File: src/rtl/framebuffer_command_sequencer_pkg.sv
// Shared state encodings, target indices and the commit-mask priority helper
// for the framebuffer command sequencer.
package framebuffer_command_sequencer_pkg;

  typedef logic [2:0] state_t;

  localparam state_t ST_IDLE      = 3'd0;
  localparam state_t ST_MS_APPLY  = 3'd1;
  localparam state_t ST_MS_WAIT   = 3'd2;
  localparam state_t ST_CM_APPLY  = 3'd3;
  localparam state_t ST_CM_STREAM = 3'd4;
  localparam state_t ST_CM_WAIT   = 3'd5;
  localparam state_t ST_DONE      = 3'd6;

  typedef enum logic [1:0] {
    TARGET_COLOR   = 2'd0,
    TARGET_DEPTH   = 2'd1,
    TARGET_STENCIL = 2'd2
  } target_e;

  // Commits are issued lowest index first.
  function automatic logic [1:0] lowest_set_bit(input logic [3:0] mask);
    logic [1:0] idx;
    logic       found;
    idx   = 2'd0;
    found = 1'b0;
    for (int unsigned i = 0; i < 4; i++) begin
      if (mask[i] && !found) begin
        idx   = 2'(i);
        found = 1'b1;
      end
    end
    return idx;
  endfunction

endpackage

File: src/rtl/fb_cmd_seq_axis_mux.sv
// Combinational N:1 AXI-stream mux with tready demux; only the selected
// target sees tready, and nothing passes while disabled.
module fb_cmd_seq_axis_mux #(
  parameter int unsigned NUMBER_OF_TARGETS = 3,
  parameter int unsigned STREAM_WIDTH      = 64,
  parameter int unsigned MASK_WIDTH        = 8,
  parameter int unsigned DEST_W            = 2
) (
  input  logic                                      enable,
  input  logic [DEST_W-1:0]                         sel,
  input  logic [NUMBER_OF_TARGETS-1:0]              s_tvalid,
  output logic [NUMBER_OF_TARGETS-1:0]              s_tready,
  input  logic [NUMBER_OF_TARGETS-1:0]              s_tlast,
  input  logic [NUMBER_OF_TARGETS*STREAM_WIDTH-1:0] s_tdata,
  input  logic [NUMBER_OF_TARGETS*MASK_WIDTH-1:0]   s_tstrb,
  output logic                                      m_tvalid,
  input  logic                                      m_tready,
  output logic                                      m_tlast,
  output logic [STREAM_WIDTH-1:0]                   m_tdata,
  output logic [MASK_WIDTH-1:0]                     m_tstrb
);

  always_comb begin
    m_tvalid = 1'b0;
    m_tlast  = 1'b0;
    m_tdata  = '0;
    m_tstrb  = '0;
    s_tready = '0;
    for (int unsigned i = 0; i < NUMBER_OF_TARGETS; i++) begin
      if (DEST_W'(i) == sel) begin
        m_tvalid    = enable & s_tvalid[i];
        m_tlast     = s_tlast[i];
        m_tdata     = s_tdata[i*STREAM_WIDTH +: STREAM_WIDTH];
        m_tstrb     = s_tstrb[i*MASK_WIDTH +: MASK_WIDTH];
        s_tready[i] = enable & m_tready;
      end
    end
  end

endmodule

File: src/rtl/framebuffer_command_sequencer.sv
// Sequences memset then per-target commit applies across framebuffer handlers
// and merges commit streams. Define FB_CMD_SEQ_STATS_EN for stall/command counters.
module framebuffer_command_sequencer
  import framebuffer_command_sequencer_pkg::*;
#(
  parameter int unsigned NUMBER_OF_TARGETS   = 3,
  parameter int unsigned STREAM_WIDTH        = 64,
  parameter int unsigned MASK_WIDTH          = 8,
  parameter int unsigned FB_SIZE_IN_PIXEL_LG = 20,
  localparam int unsigned DEST_W = (NUMBER_OF_TARGETS > 1) ? $clog2(NUMBER_OF_TARGETS) : 1
) (
  input  logic                                          aclk,
  input  logic                                          reset,
  input  logic                                          s_cmd_valid,
  output logic                                          s_cmd_ready,
  input  logic [NUMBER_OF_TARGETS-1:0]                  s_cmd_memset,
  input  logic [NUMBER_OF_TARGETS-1:0]                  s_cmd_commit,
  input  logic [FB_SIZE_IN_PIXEL_LG-1:0]                s_cmd_size,
  output logic                                          busy,
  output logic [NUMBER_OF_TARGETS-1:0]                  fb_apply,
  input  logic [NUMBER_OF_TARGETS-1:0]                  fb_applied,
  output logic                                          fb_cmdMemset,
  output logic                                          fb_cmdCommit,
  output logic [FB_SIZE_IN_PIXEL_LG-1:0]                fb_cmdSize,
  input  logic [NUMBER_OF_TARGETS-1:0]                  s_axis_tvalid,
  output logic [NUMBER_OF_TARGETS-1:0]                  s_axis_tready,
  input  logic [NUMBER_OF_TARGETS-1:0]                  s_axis_tlast,
  input  logic [NUMBER_OF_TARGETS*STREAM_WIDTH-1:0]     s_axis_tdata,
  input  logic [NUMBER_OF_TARGETS*MASK_WIDTH-1:0]       s_axis_tstrb,
  output logic                                          m_axis_tvalid,
  input  logic                                          m_axis_tready,
  output logic                                          m_axis_tlast,
  output logic [STREAM_WIDTH-1:0]                       m_axis_tdata,
  output logic [MASK_WIDTH-1:0]                         m_axis_tstrb,
  output logic [DEST_W-1:0]                             m_axis_tdest
`ifdef FB_CMD_SEQ_STATS_EN
  ,
  output logic [31:0]                                   stat_stall_cycles,
  output logic [15:0]                                   stat_commands
`endif
);

  state_t                         state;
  logic [NUMBER_OF_TARGETS-1:0]   ms_mask;
  logic [NUMBER_OF_TARGETS-1:0]   cm_mask;
  logic [NUMBER_OF_TARGETS-1:0]   seen_low;
  logic [FB_SIZE_IN_PIXEL_LG-1:0] size_q;
  logic [DEST_W-1:0]              sel;
  logic [1:0]                     next_idx;
  logic [NUMBER_OF_TARGETS-1:0]   next_onehot;
  logic                           ms_ack;
  logic                           ms_idle;
  logic                           accept;
  logic                           beat_last;

  assign s_cmd_ready  = (state == ST_IDLE) && !reset;
  assign accept       = (state == ST_IDLE) && s_cmd_valid;
  assign fb_cmdSize   = size_q;
  assign m_axis_tdest = sel;
  assign next_idx     = lowest_set_bit(4'(cm_mask));
  assign beat_last    = m_axis_tvalid && m_axis_tready && m_axis_tlast;

  // Include the current cycle so a target already low this cycle counts as acknowledged.
  assign ms_ack  = &(seen_low | ~fb_applied | ~ms_mask);
  assign ms_idle = &(fb_applied | ~ms_mask);

  always_comb begin
    next_onehot = '0;
    for (int unsigned i = 0; i < NUMBER_OF_TARGETS; i++) begin
      next_onehot[i] = (2'(i) == next_idx);
    end
  end

  always_comb begin
    fb_apply     = '0;
    fb_cmdMemset = 1'b0;
    fb_cmdCommit = 1'b0;
    case (state)
      ST_MS_APPLY: begin
        fb_apply     = ms_mask;
        fb_cmdMemset = 1'b1;
      end
      ST_CM_APPLY: begin
        fb_apply     = next_onehot;
        fb_cmdCommit = 1'b1;
      end
      default: ;
    endcase
  end

  always_ff @(posedge aclk or posedge reset) begin
    if (reset) begin
      state    <= ST_IDLE;
      busy     <= 1'b0;
      sel      <= '0;
      ms_mask  <= '0;
      cm_mask  <= '0;
      seen_low <= '0;
      size_q   <= '0;
    end else begin
      case (state)
        ST_IDLE: begin
          if (s_cmd_valid) begin
            ms_mask  <= s_cmd_memset;
            cm_mask  <= s_cmd_commit;
            size_q   <= s_cmd_size;
            seen_low <= '0;
            busy     <= 1'b1;
            if (s_cmd_memset != '0)      state <= ST_MS_APPLY;
            else if (s_cmd_commit != '0) state <= ST_CM_APPLY;
            else                         state <= ST_DONE;
          end
        end
        ST_MS_APPLY: begin
          seen_low <= seen_low | ~fb_applied;
          if (ms_ack) state <= ST_MS_WAIT;
        end
        ST_MS_WAIT: begin
          if (ms_idle) state <= (cm_mask != '0) ? ST_CM_APPLY : ST_DONE;
        end
        ST_CM_APPLY: begin
          sel <= DEST_W'(next_idx);
          if (!fb_applied[next_idx]) state <= ST_CM_STREAM;
        end
        ST_CM_STREAM: begin
          if (beat_last) begin
            cm_mask[sel] <= 1'b0;
            state        <= ST_CM_WAIT;
          end
        end
        ST_CM_WAIT: begin
          if (fb_applied[sel]) state <= (cm_mask != '0) ? ST_CM_APPLY : ST_DONE;
        end
        ST_DONE: begin
          busy  <= 1'b0;
          state <= ST_IDLE;
        end
        default: state <= ST_IDLE;
      endcase
    end
  end

  fb_cmd_seq_axis_mux #(
    .NUMBER_OF_TARGETS(NUMBER_OF_TARGETS),
    .STREAM_WIDTH     (STREAM_WIDTH),
    .MASK_WIDTH       (MASK_WIDTH),
    .DEST_W           (DEST_W)
  ) u_mux (
    .enable  (state == ST_CM_STREAM),
    .sel     (sel),
    .s_tvalid(s_axis_tvalid),
    .s_tready(s_axis_tready),
    .s_tlast (s_axis_tlast),
    .s_tdata (s_axis_tdata),
    .s_tstrb (s_axis_tstrb),
    .m_tvalid(m_axis_tvalid),
    .m_tready(m_axis_tready),
    .m_tlast (m_axis_tlast),
    .m_tdata (m_axis_tdata),
    .m_tstrb (m_axis_tstrb)
  );

`ifdef FB_CMD_SEQ_STATS_EN
  always_ff @(posedge aclk or posedge reset) begin
    if (reset) begin
      stat_stall_cycles <= '0;
      stat_commands     <= '0;
    end else begin
      if ((state == ST_CM_STREAM) && m_axis_tvalid && !m_axis_tready && (stat_stall_cycles != '1))
        stat_stall_cycles <= stat_stall_cycles + 32'd1;
      if (accept)
        stat_commands <= stat_commands + 16'd1;
    end
  end
`endif

endmodule
File: config.mk
export PLATFORM = sky130hd
export DESIGN_NAME = framebuffer_command_sequencer
export DESIGN_NICKNAME = d
export VERILOG_FILES = /design/src/rtl/framebuffer_command_sequencer_pkg.sv /design/src/rtl/fb_cmd_seq_axis_mux.sv /design/src/rtl/framebuffer_command_sequencer.sv
export SDC_FILE = /design/constraint.sdc
export NUM_CORES = 1
export LEC_CHECK = 0
export BUFFER_PORTS_ARGS = -buffer_cell sky130_fd_sc_hd__buf_2
export CORE_AREA = 4 4 137 139
export DETAILED_ROUTE_END_ITERATION = 8
export DIE_AREA = 0 0 141 143
export PLACE_DENSITY = 0.53
export SETUP_SLACK_MARGIN = 0.4
export SLEW_MARGIN = 25
export SYNTH_ARGS = -nofsm -noshare
export SYNTH_HDL_FRONTEND = slang
export SYNTH_SLANG_ARGS = --single-unit
File: constraint.sdc
create_clock -name aclk -period 1.7 [get_ports aclk]
set_input_delay 0.34 -clock aclk [delete_from_list [all_inputs] [get_ports aclk]]
set_output_delay 0.34 -clock aclk [all_outputs]
set_load 0.05 [all_outputs]
==> reports/results.txt <==
Most frequent cells after synthesis: 87 x sky130_fd_sc_hd__nand2_1, 77 x sky130_fd_sc_hd__o21ai_0, 75 x sky130_fd_sc_hd__mux2i_1
Sequential element share of the synthesized area: 27.26%
Gpl congestion: 0.8640
Count of endpoints failing setup in the final report: 96
Predominant post-synthesis flop cell: sky130_fd_sc_hd__dfrtp_1
Via count: 4921
Antenna violations before repair: 4
P per Cell Area: 2088 nW/um2
Post-route DRC: 0
Required time reported for the critical path endpoint: 1.36 ns
Synth warn: 0
Cell with the biggest individual delay on the critical path: sky130_fd_sc_hd__dfrtp_4
Global-route wire length before repair: 26750 um
Top area cells in the synthesized netlist: sky130_fd_sc_hd__dfrtp_1 27%, sky130_fd_sc_hd__mux2i_1 23%, sky130_fd_sc_hd__o21ai_0 12%
Sort of element at the end of the critical path: primary output
Run status: finished, violations left
Post-synthesis sequential element count: 35
Max Clk Rate: 483.4 MHz
CTS buffer count: 5
Pin count of the biggest net entering global routing: 45
Highest fanout seen on the critical path: 13
Violation count after the first detailed-route iteration: 158
Via count of the first global-routing pass: 4909
Critical path data arrival time: 1.73 ns
Setup repair after global routing missed its margin: yes
Number of distinct library cells after synthesis: 38
Final worst-path cycle share: 121.7%
Setup WS pre-CTS: -0.1761 ns
Average routed wire per standard cell: 17.85 um
Crit path launch type: register
Area share of the largest cell type after synthesis: 27.26%
Count of flip-flops with a built-in enable after synthesis: 0
Die Outline Area: 20160 um2
Total count of max-transition violations in the final report: 0
Least setup slack across all paths after layout: -0.3686 ns
Worst hold slack: 0.08199 ns
Overall die width: 141 um
Cell area after technology mapping: 3213 um2
Max stage delay on crit path: 0.54 ns
Non-filler instance count after layout: 1103
Critical path's most frequent cell: sky130_fd_sc_hd__buf_6
Total number of clock tree sinks: 35
Area Overhead vs Synth: 177.1%
Hold Fails Final Rpt: 0
H-Tree Level Count: 2
Per-cell via count in the routed design: 4.461
Total Routed Length: 19690 um
Maximum resistive drop on vdd: 1.418 mV
Antenna-violating nets left: 0
Leakage: 4.036 nW
FFs w/ async S/R, synth: 100.0%
Residual overflow from global routing: 0
Clock latency on the worst-skew pair: 0.28 ns
Overall routing resource usage: 16.67%
Max Buffers Root-to-Sink: 2
Area leader, netlist: sky130_fd_sc_hd__dfrtp_1
Dominant cell by count in the synthesized netlist: sky130_fd_sc_hd__nand2_1
Height of the die: 143 um
Cell count after synthesis: 408
CTS tree: yes
List of cells traversed by the critical path: buf_6 -> buf_12 -> mux2i_1 -> buf_4 -> o21ai_4 -> buf_6
Ratio of cells with drive above 1 in the final layout: 81.40%
CTS hold repair buffers: 0
Placement Rows: 49
Port Buffers: 360
Worst slew slack as a fraction of its limit: 65.00%
Count of boundary I/O pins: 361
Max-cap violations: 0
Placeable Area: 17660 um2
Net count after synthesis: 663
Crit Path Category: reg2out
1st-pass router iterations: 4
Avg Inst Size Synth: 7.875 um2
Path type of the worst min-delay path: in2async
Placed Instances: 1030
Root buf cell: sky130_fd_sc_hd__clkbuf_16
Violated checks: setup timing
Post-DP HPWL: 14350 um
Slew of the pin with the lowest slew margin: 0.5206 ns
Final critical path time including I/O delays and setup: 2.069 ns
Clock-pin slew on the worst setup and hold paths: 0.06 ns
Starting Density: 18.20%
NumNets Final: 1125
Clock Skews: 0.003689 ns
sequential cells by signal, indices dropped and copies added (netlist names):
register and count:
fb_cmdSize 20, cm_mask 3, ms_mask 3, seen_low 3, state 3, m_axis_tdest 2, busy 1
layout make-up:
type	instances	area (um2)
fillers	1573	8753
repair buffers	486	3861
multi-input cells	332	3625
flip-flops and latches	35	885.9
well taps	229	286.5
clock buffers	6	138.9
inverters	10	60.06
clock inverters	2	38.79
diodes	3	7.507
routing by layer:
| layer | routed length, um | share of wire [%] | track usage (%) |
|---|---|---|---|
| met4 | 484 | 2.5 | 5.099 |
| met5 | 12 | 0.061 | 0 |
| met3 | 1290 | 6.6 | 3.416 |
| met2 | 10690 | 54 | 31.35 |
| met1 | 7221 | 37 | 18.91 |
repair_timing:
item	in CTS	in global routing
setup endpoints to repair	118	119
pin swaps	15	14
gates cloned	3	6
buffers inserted	38	15
resized for setup	215	104
worst max-delay path, delay by kind of cell (launching register included):
kind | cells | cell delay [ns]
compound gates | 1 | 0.13
mux | 1 | 0.14
buf+inv | 4 | 0.63
flops | 1 | 0.54
kinds of logic after synthesis:
| family | Yosys count | synth area share (%) |
|---|---|---|
| flip-flops | 35 | 27.26 |
| multiplexers | 99 | 31.78 |
| AO/OA/AOI/OAI | 103 | 18.26 |
| AND/OR/NAND/NOR | 130 | 17.45 |
| buffers and inverters | 41 | 5.257 |
stage by stage:
step	power, mW	setup TNS, ns	util, %	cell area [um2]
4_1_cts	17.22	-27.01	46.58	8225
5_1_grt	19.38	-30.17	50.43	8904
3_3_place_gp	13.81	-8.728	39.49	6973
3_5_place_dp	13.84	-10.05	39.49	6973
2_1_floorplan	10.87	-6.340	-	4454
6_report	18.59	-24.06	50.43	8904
final timing paths:
| path | startpoint | endpoint | slack [ns] | cells after the start |
|---|---|---|---|---|
| setup / recovery | m_axis_tdest[1]$_DFFE_PP0P_ | m_axis_tdata[11] | -0.37 | 6 |
| hold reg to reg | fb_cmdSize[12]$_DFFE_PP0P_ | fb_cmdSize[12]$_DFFE_PP0P_ | 0.51 | 1 |
| setup reg to reg | m_axis_tdest[1]$_DFFE_PP0P_ | state[2]$_DFFE_PP0P_ | -0.32 | 7 |
| min in group aclk | s_cmd_size[10] | fb_cmdSize[10]$_DFFE_PP0P_ | 0.28 | 2 |
| hold / removal | reset | cm_mask[1]$_DFFE_PP0P_ | 0.08 | 2 |
| max in group asynchronous | reset | state[1]$_DFFE_PP0P_ | 1.12 | 3 |
cells in the final DEF, fill, tap and decap left out, types with 9 or more instances in the layout:
cell and count:
sky130_fd_sc_hd__buf_2 274, sky130_fd_sc_hd__buf_6 86, sky130_fd_sc_hd__buf_4 77, sky130_fd_sc_hd__o21ai_4 71, sky130_fd_sc_hd__nand2_1 48, sky130_fd_sc_hd__mux2i_1 35
sky130_fd_sc_hd__mux2i_2 35, sky130_fd_sc_hd__nand2_2 32, sky130_fd_sc_hd__dfrtp_1 31, sky130_fd_sc_hd__buf_12 25, sky130_fd_sc_hd__mux2_4 24, sky130_fd_sc_hd__buf_8 15
sky130_fd_sc_hd__nor2_1 11, sky130_fd_sc_hd__clkbuf_16 9
power breakdown:
group | internal, mW | leakage [nW] | switching (mW)
logic | 6.87 | 3.54 | 9.02
registers | 1.27 | 0.413 | 0.328
clock network | 0.737 | 0.0875 | 0.360
Note: power is estimated with default switching activity, not from simulation.
